**src/rtl/fetch_stage.sv**
```systemverilog
`default_nettype none
// ============================================================================
//  Module      : fetch_stage
//  Description : Instruction fetch stage and IF/ID pipeline register for the
//                16-bit RISC core. It holds the PC and runs a single-outstanding
//                req/ack handshake to instruction memory. A one-entry skid
//                buffer carries a fetched word across decode stalls. It also
//                applies branch redirects from EX, including redirects that
//                arrive while a request is still outstanding.
//                Optional feature macro: FETCH_BUBBLE_CNT_EN adds a saturating
//                16-bit count of bubble cycles on port bubble_cnt.
//  Revision    : 1.0 - initial release
// ============================================================================
module fetch_stage #(
    parameter logic [15:0] RESET_PC = 16'h0000
) (
    input  logic        clk,
    input  logic        rst_n,
    output logic        imem_req,
    output logic [15:0] imem_addr,
    input  logic        imem_ack,
    input  logic [15:0] imem_rdata,
    input  logic        stall,
    input  logic        branch_taken,
    input  logic [15:0] branch_target,
    output logic        if_id_valid,
    output logic [15:0] if_id_instr,
    output logic [15:0] if_id_pc
`ifdef FETCH_BUBBLE_CNT_EN
    ,
    output logic [15:0] bubble_cnt
`endif
);

    // FSM encoding
    localparam logic [1:0] C_IDLE  = 2'd0;  // post-reset, no request
    localparam logic [1:0] C_FETCH = 2'd1;  // request outstanding at pc
    localparam logic [1:0] C_HOLD  = 2'd2;  // fetched word parked in skid
    localparam logic [1:0] C_DROP  = 2'd3;  // wait out a request killed by a redirect

    // add $0,$0,$0 is architecturally a NOP, so a bubble is all zeros
    localparam logic [15:0] C_NOP_INSTR = 16'h0000;

    logic [1:0]  state_q,       state_d;
    logic [15:0] pc_q,          pc_d;
    logic [15:0] redir_pc_q,    redir_pc_d;
    logic [15:0] skid_instr_q,  skid_instr_d;
    logic [15:0] skid_pc_q,     skid_pc_d;
    logic        if_id_valid_q, if_id_valid_d;
    logic [15:0] if_id_instr_q, if_id_instr_d;
    logic [15:0] if_id_pc_q,    if_id_pc_d;

    // 16-bit modulo increment; 16'hFFFF wraps to 16'h0000
    logic [15:0] pc_plus1;
    assign pc_plus1 = pc_q + 16'd1;

    // Memory-side outputs decode registered state only, so neither stall nor
    // branch_taken has a combinational path to the memory interface.
    assign imem_req    = (state_q == C_FETCH) || (state_q == C_DROP);
    assign imem_addr   = pc_q;

    assign if_id_valid = if_id_valid_q;
    assign if_id_instr = if_id_instr_q;
    assign if_id_pc    = if_id_pc_q;

    // Next-state logic: branch redirect has priority over stall and ack
    always_comb begin
        state_d       = state_q;
        pc_d          = pc_q;
        redir_pc_d    = redir_pc_q;
        skid_instr_d  = skid_instr_q;
        skid_pc_d     = skid_pc_q;
        if_id_valid_d = if_id_valid_q;
        if_id_instr_d = if_id_instr_q;
        if_id_pc_d    = if_id_pc_q;

        case (state_q)
            C_IDLE: begin
                // Nothing has been fetched yet, so IF/ID keeps carrying a bubble
                if_id_valid_d = 1'b0;
                if_id_instr_d = C_NOP_INSTR;
                if_id_pc_d    = 16'h0000;
                state_d       = C_FETCH;
                if (branch_taken) begin
                    pc_d = branch_target;
                end
            end

            C_FETCH: begin
                if (branch_taken) begin
                    if_id_valid_d = 1'b0;
                    if_id_instr_d = C_NOP_INSTR;
                    if_id_pc_d    = 16'h0000;
                    if (imem_ack) begin
                        // Returning word is on the wrong path; refetch at target
                        pc_d = branch_target;
                    end else begin
                        // Request still in flight; it must complete before the
                        // target can be requested
                        redir_pc_d = branch_target;
                        state_d    = C_DROP;
                    end
                end else if (imem_ack) begin
                    pc_d = pc_plus1;
                    if (!stall) begin
                        if_id_valid_d = 1'b1;
                        if_id_instr_d = imem_rdata;
                        if_id_pc_d    = pc_plus1;
                    end else begin
                        // Decode is stalled; park the word in the skid buffer
                        skid_instr_d = imem_rdata;
                        skid_pc_d    = pc_plus1;
                        state_d      = C_HOLD;
                    end
                end else if (!stall) begin
                    if_id_valid_d = 1'b0;
                    if_id_instr_d = C_NOP_INSTR;
                    if_id_pc_d    = 16'h0000;
                end
            end

            C_HOLD: begin
                if (branch_taken) begin
                    // Skid contents are wrong-path; leaving HOLD discards them
                    if_id_valid_d = 1'b0;
                    if_id_instr_d = C_NOP_INSTR;
                    if_id_pc_d    = 16'h0000;
                    pc_d          = branch_target;
                    state_d       = C_FETCH;
                end else if (!stall) begin
                    if_id_valid_d = 1'b1;
                    if_id_instr_d = skid_instr_q;
                    if_id_pc_d    = skid_pc_q;
                    state_d       = C_FETCH;
                end
            end

            C_DROP: begin
                if (branch_taken) begin
                    // Most recent redirect wins
                    if_id_valid_d = 1'b0;
                    if_id_instr_d = C_NOP_INSTR;
                    if_id_pc_d    = 16'h0000;
                    redir_pc_d    = branch_target;
                    if (imem_ack) begin
                        pc_d    = branch_target;
                        state_d = C_FETCH;
                    end
                end else begin
                    if (!stall) begin
                        if_id_valid_d = 1'b0;
                        if_id_instr_d = C_NOP_INSTR;
                        if_id_pc_d    = 16'h0000;
                    end
                    if (imem_ack) begin
                        pc_d    = redir_pc_q;
                        state_d = C_FETCH;
                    end
                end
            end

            default: begin
                state_d = C_IDLE;
            end
        endcase
    end

    // State, PC and pipeline register update with synchronous active-low reset
    always_ff @(posedge clk) begin
        if (!rst_n) begin
            state_q       <= C_IDLE;
            pc_q          <= RESET_PC;
            redir_pc_q    <= 16'h0000;
            skid_instr_q  <= 16'h0000;
            skid_pc_q     <= 16'h0000;
            if_id_valid_q <= 1'b0;
            if_id_instr_q <= C_NOP_INSTR;
            if_id_pc_q    <= 16'h0000;
        end else begin
            state_q       <= state_d;
            pc_q          <= pc_d;
            redir_pc_q    <= redir_pc_d;
            skid_instr_q  <= skid_instr_d;
            skid_pc_q     <= skid_pc_d;
            if_id_valid_q <= if_id_valid_d;
            if_id_instr_q <= if_id_instr_d;
            if_id_pc_q    <= if_id_pc_d;
        end
    end

`ifdef FETCH_BUBBLE_CNT_EN
    logic [15:0] bubble_cnt_q, bubble_cnt_d;

    // Count each out-of-reset cycle in which IF/ID holds a bubble, saturating
    always_comb begin
        bubble_cnt_d = bubble_cnt_q;
        if (!if_id_valid_q && (bubble_cnt_q != 16'hFFFF)) begin
            bubble_cnt_d = bubble_cnt_q + 16'd1;
        end
    end

    // Bubble counter register, cleared only by reset
    always_ff @(posedge clk) begin
        if (!rst_n) begin
            bubble_cnt_q <= 16'h0000;
        end else begin
            bubble_cnt_q <= bubble_cnt_d;
        end
    end

    assign bubble_cnt = bubble_cnt_q;
`endif

endmodule
`default_nettype wire

```
**config.mk**
```make
export PLATFORM = sky130hd
export DESIGN_NAME = fetch_stage
export DESIGN_NICKNAME = d
export VERILOG_FILES = /design/src/rtl/fetch_stage.sv
export SDC_FILE = /design/constraint.sdc
export NUM_CORES = 1
export LEC_CHECK = 0
export CORE_MARGIN = 10
export CORE_UTILIZATION = 30
export CTS_BUF_LIST = sky130_fd_sc_hd__clkbuf_16
export DETAILED_ROUTE_END_ITERATION = 8
export PLACE_DENSITY = 0.62
export REMOVE_ABC_BUFFERS = 1
export SKIP_CTS_REPAIR_TIMING = 1
export SYNTH_ARGS = -nofsm -noshare
export SYNTH_HDL_FRONTEND = slang
export SYNTH_SLANG_ARGS = --single-unit
```
**constraint.sdc**
```tcl
create_clock -name clk -period 1.78 [get_ports clk]
set_input_delay 0.356 -clock clk [delete_from_list [all_inputs] [get_ports clk]]
set_output_delay 0.356 -clock clk [all_outputs]
set_load 0.03 [all_outputs]
```
==> impl_metrics.env <==
export IMPL_antenna_violations_before_repair=0
export IMPL_p_leak_nw=3.202
export IMPL_class_of_the_most_critical_hold_timing_path="flop to flop"
export IMPL_row_count=46
export IMPL_simple_gate_share_of_the_synthesized_area_pct=23.06
export IMPL_initial_core_util_pct=30.79
export IMPL_clockBufferDepth=2
export IMPL_worst_setup_path_start_kind="input port"
export IMPL_area_fraction_in_compound_gates_after_synthesis_pct=26.26
export IMPL_yosys_warnings=0
export IMPL_arrival_ns=2.02
export IMPL_tritoncts="done"
export IMPL_crit_path_top_delay_cell="sky130_fd_sc_hd__clkdlybuf4s50_1"
export IMPL_yosys_top_cells_area="sky130_fd_sc_hd__dfxtp_1 (40%), sky130_fd_sc_hd__nand2_1 (10%), sky130_fd_sc_hd__a21oi_1 (7.9%), sky130_fd_sc_hd__nor2_1 (3.7%), sky130_fd_sc_hd__o21ai_0 (3.1%)"
export IMPL_final_fill_count=1641
export IMPL_crit_type="input port to flop"
export IMPL_worst_clock_skew_ns=0.007945
export IMPL_worstMarginPinSlew_ns=0.5885
export IMPL_cap_violations=0
export IMPL_drive_gt1_share_pct=19.57
export IMPL_ys_seq_elements=99
export IMPL_max_slew_margin_pct=60.48
export IMPL_clk_root_buffer_cell="sky130_fd_sc_hd__clkbuf_16"
export IMPL_dieArea_sq_mm=0.02195
export IMPL_synth_edff_count=0
export IMPL_grt_usage_pct=14.47
export IMPL_drc=0
export IMPL_clock_tree_htree_level_count=3
export IMPL_synth_largest_area_cell="sky130_fd_sc_hd__dfxtp_1"
export IMPL_power_switching_mw=1.576
export IMPL_power_frac_seq_pct=44.5
export IMPL_syn_cell_area_sq_mm=0.004927
export IMPL_vias=5078
export IMPL_finalMaxSlewViolations=0
export IMPL_number_of_cells_in_the_finished_layout_apart_from_fillers=998
export IMPL_report_final_hold_viol_count=0
export IMPL_totalWireLength_mm=16.54
export IMPL_pwr_density_cell_mw_per_mm2=746.9
export IMPL_first_pass_iteration_count_of_the_detailed_router=7
export IMPL_internal_power_mw=3.743
export IMPL_synthXorXnorAreaFrac_pct=2.489
export IMPL_setup_viol_count_final=0
export IMPL_p_sw_share_pct=29.64
export IMPL_die_x_microns=148.2
export IMPL_die_h_microns=148.2
export IMPL_detail_route_iter0_violations=395
export IMPL_globalplace_congestion=0.8676
export IMPL_share_of_the_clock_period_used_by_the_worst_path_pct=97.83
export IMPL_synthDominantCellAreaShare_pct=40.22
export IMPL_clock_sinks=99
export IMPL_outcome="finished clean"
export IMPL_post_synth_mux_area_share_pct=1.930
export IMPL_grt_overflow=0
export IMPL_first_global_vias=4771
export IMPL_cts_made_buffers=9
export IMPL_power_ir_vdd_worst_v=0.0004099
export IMPL_post_route_cell_area_sq_mm=0.007122
export IMPL_achievable_frequency_mhz=574.3
export IMPL_highest_fanout_seen_on_the_critical_path=8
export IMPL_synthDistinctLibCells=60
export IMPL_async_flop_share_pct=0
export IMPL_design_core_area_sq_mm=0.01600
export IMPL_drt_antenna_violating_nets=0
export IMPL_synth_cells=633
export IMPL_cp_cell_sequence="clkdlybuf4s50_1 -> buf_4 -> buf_4 -> nand3b_1 -> a21oi_4 -> buf_4 -> a22oi_1 -> nor3_2"
export IMPL_place_hpwl_mm=12.09
export IMPL_post_synth_fa_ha_maj_area_fraction_pct=0.2539
export IMPL_area_delta_synth_final_pct=44.54
export IMPL_cts_reportedPaths_clkPinSlew_ns=0.07
export IMPL_pwr_share_clk_pct=35.3
export IMPL_min_period_ns=1.741
export IMPL_combinational_family_with_the_most_area_after_synthesis="compound AO/OA/AOI/OAI gates"
export IMPL_num_antenna_cells=0
export IMPL_critPathMaxStageDelay_ns=0.45
export IMPL_floorplan_io_pins=87
export IMPL_timing_critical_path_to_type="flop"
export IMPL_vias_per_cell=5.088
export IMPL_critical_path_required_ns=2.06
export IMPL_ys_dominant_reg_cell="sky130_fd_sc_hd__dfxtp_1"
export IMPL_placed_cells=980
export IMPL_wire_per_inst_microns=16.58
export IMPL_final_nets=815
export IMPL_buffer_ports_inserted=86
export IMPL_postSynthAreaPerCell_sq_um=7.784
export IMPL_wire_length_of_the_first_global_routing_pass_mm=25.59
export IMPL_dpl_cell_area_sq_mm=0.006606
export IMPL_combPwrFrac_pct=20.3
export IMPL_critical_path_top_cell_by_count="sky130_fd_sc_hd__buf_4"
export IMPL_grt_max_degree=35
export IMPL_synth_sequential_area_ratio_pct=40.22
export IMPL_clock_latency_ns=0.36
-- layout by cell type (no fill, tap or decap), drive strengths merged, types with 3 or more instances in the layout --
master / instances
xnor2: 7
inv: 13
o22ai: 7
xor2: 7
nor2: 49
nor3: 15
nand3: 14
a211oi: 6
a22oi: 12
mux2i: 5
mux2: 4
a31oi: 7
dlymetal6s2s: 37
a21oi: 79
nor2b: 7
nand2: 132
and3: 5
buf: 99
clkdlybuf4s50: 48
o221ai: 4
clkbuf: 9
nand2b: 9
nor4: 3
a22o: 16
o2bb2ai: 12
dfxtp: 99
o21ai: 36
-- cell usage after synthesis, drive strengths merged, types with 2 or more instances --
library cell,number
o2bb2ai,12
o21a,2
mux2i,5
nand2b,9
a2bb2oi,2
a22o,16
or3,2
nor2b,7
a2111oi,2
buf,20
xnor2,7
xor2,7
a32o,2
clkbuf,31
o21ai,36
a21boi,2
a222oi,2
inv,10
nor2,49
nand4,2
nor4,3
a21oi,79
nor3,15
a221oi,2
dfxtp,99
a22oi,12
a211oi,6
nand2,132
nand3b,2
a21o,2
o221ai,4
mux2,4
nor3b,2
a32oi,2
o22ai,7
nand3,14
a31oi,7
and3,5
-- layout make-up --
type	instances	area [sq um]	share of cell area (%)
Clock buffer	9	225.2	3.162
Clock inverter	7	48.80	0.6852
Tap cell	216	270.3	3.795
Inverter	10	37.54	0.5271
Timing Repair Buffer	184	1777	24.95
Multi-Input combinational cell	473	2779	39.02
Sequential cell	99	1984	27.86
-- flip-flops by register name (all words and copies together), names as in the netlist --
signal,flops
skid_instr_q,16
state_q,2
skid_pc_q,16
if_id_instr,16
if_id_pc,16
imem_addr,16
redir_pc_q,16
if_id_valid,1
-- metrics by stage --
| step | hold slack (ns) | worst slack [ns] | total power, mW | setup TNS, ns | utilization (%) |
|---|---|---|---|---|---|
| 4_1_cts | 0.4550 | -0.1928 | 5.318 | -3.375 | 43.00 |
| 3_5_place_dp | 0.4447 | -0.4474 | 3.456 | -30.07 | 41.29 |
| 6_report | 0.4541 | 0.03863 | 5.319 | 0 | 44.51 |
| 3_3_place_gp | 0.4409 | -0.4450 | 3.453 | -28.51 | 41.29 |
| 2_1_floorplan | 0.4318 | -1.462 | 2.885 | -84.45 | - |
| 5_1_grt | 0.4737 | -0.04932 | 5.524 | -0.1883 | 44.51 |
-- power by group through the flow --
stage	Combinational, mW	Clock (mW)	Sequential (mW)
3_5_place_dp	1.04	0	2.41
5_1_grt	1.17	1.98	2.38
3_3_place_gp	1.04	0	2.41
4_1_cts	1.05	1.91	2.36
2_1_floorplan	0.365	0	2.52
6_report	1.08	1.88	2.37
-- worst max-delay path, delay by kind of cell --
kind | cells | cell delay [ns]
AOI/OAI and AO/OA | 2 | 0.36
buffers and inverters | 4 | 0.94
and+or+nand+nor | 2 | 0.35
-- final timing paths --
kind	start	endpoint	slack [ns]	cells after the start
setup / recovery	imem_ack	if_id_pc[10]	0.04	8
hold reg to reg	redir_pc_q[13]	redir_pc_q[13]	0.45	2
hold / removal	redir_pc_q[13]	redir_pc_q[13]	0.45	2
setup reg to reg	imem_addr[0]	if_id_pc[10]	0.07	6
-- metal layers --
metal | up-vias | track usage, % | share of wire, %
met3 | 21 | 3.034 | 5.2
li1 | 2529 | - | -
met5 | - | 0 | 0
met2 | 141 | 23.61 | 48
met1 | 2387 | 18.32 | 45
met4 | 0 | 5.401 | 1.9
-- logic make-up after synthesis --
logic type | Yosys count
xor gates and xnor gates | 14
buffers and inverters | 61
DFF | 99
AOI/OAI and AO/OA | 203
adders and majority gates | 1
muxes | 9
and+or+nand+nor | 246
Power figures use the tool's default switching activity.
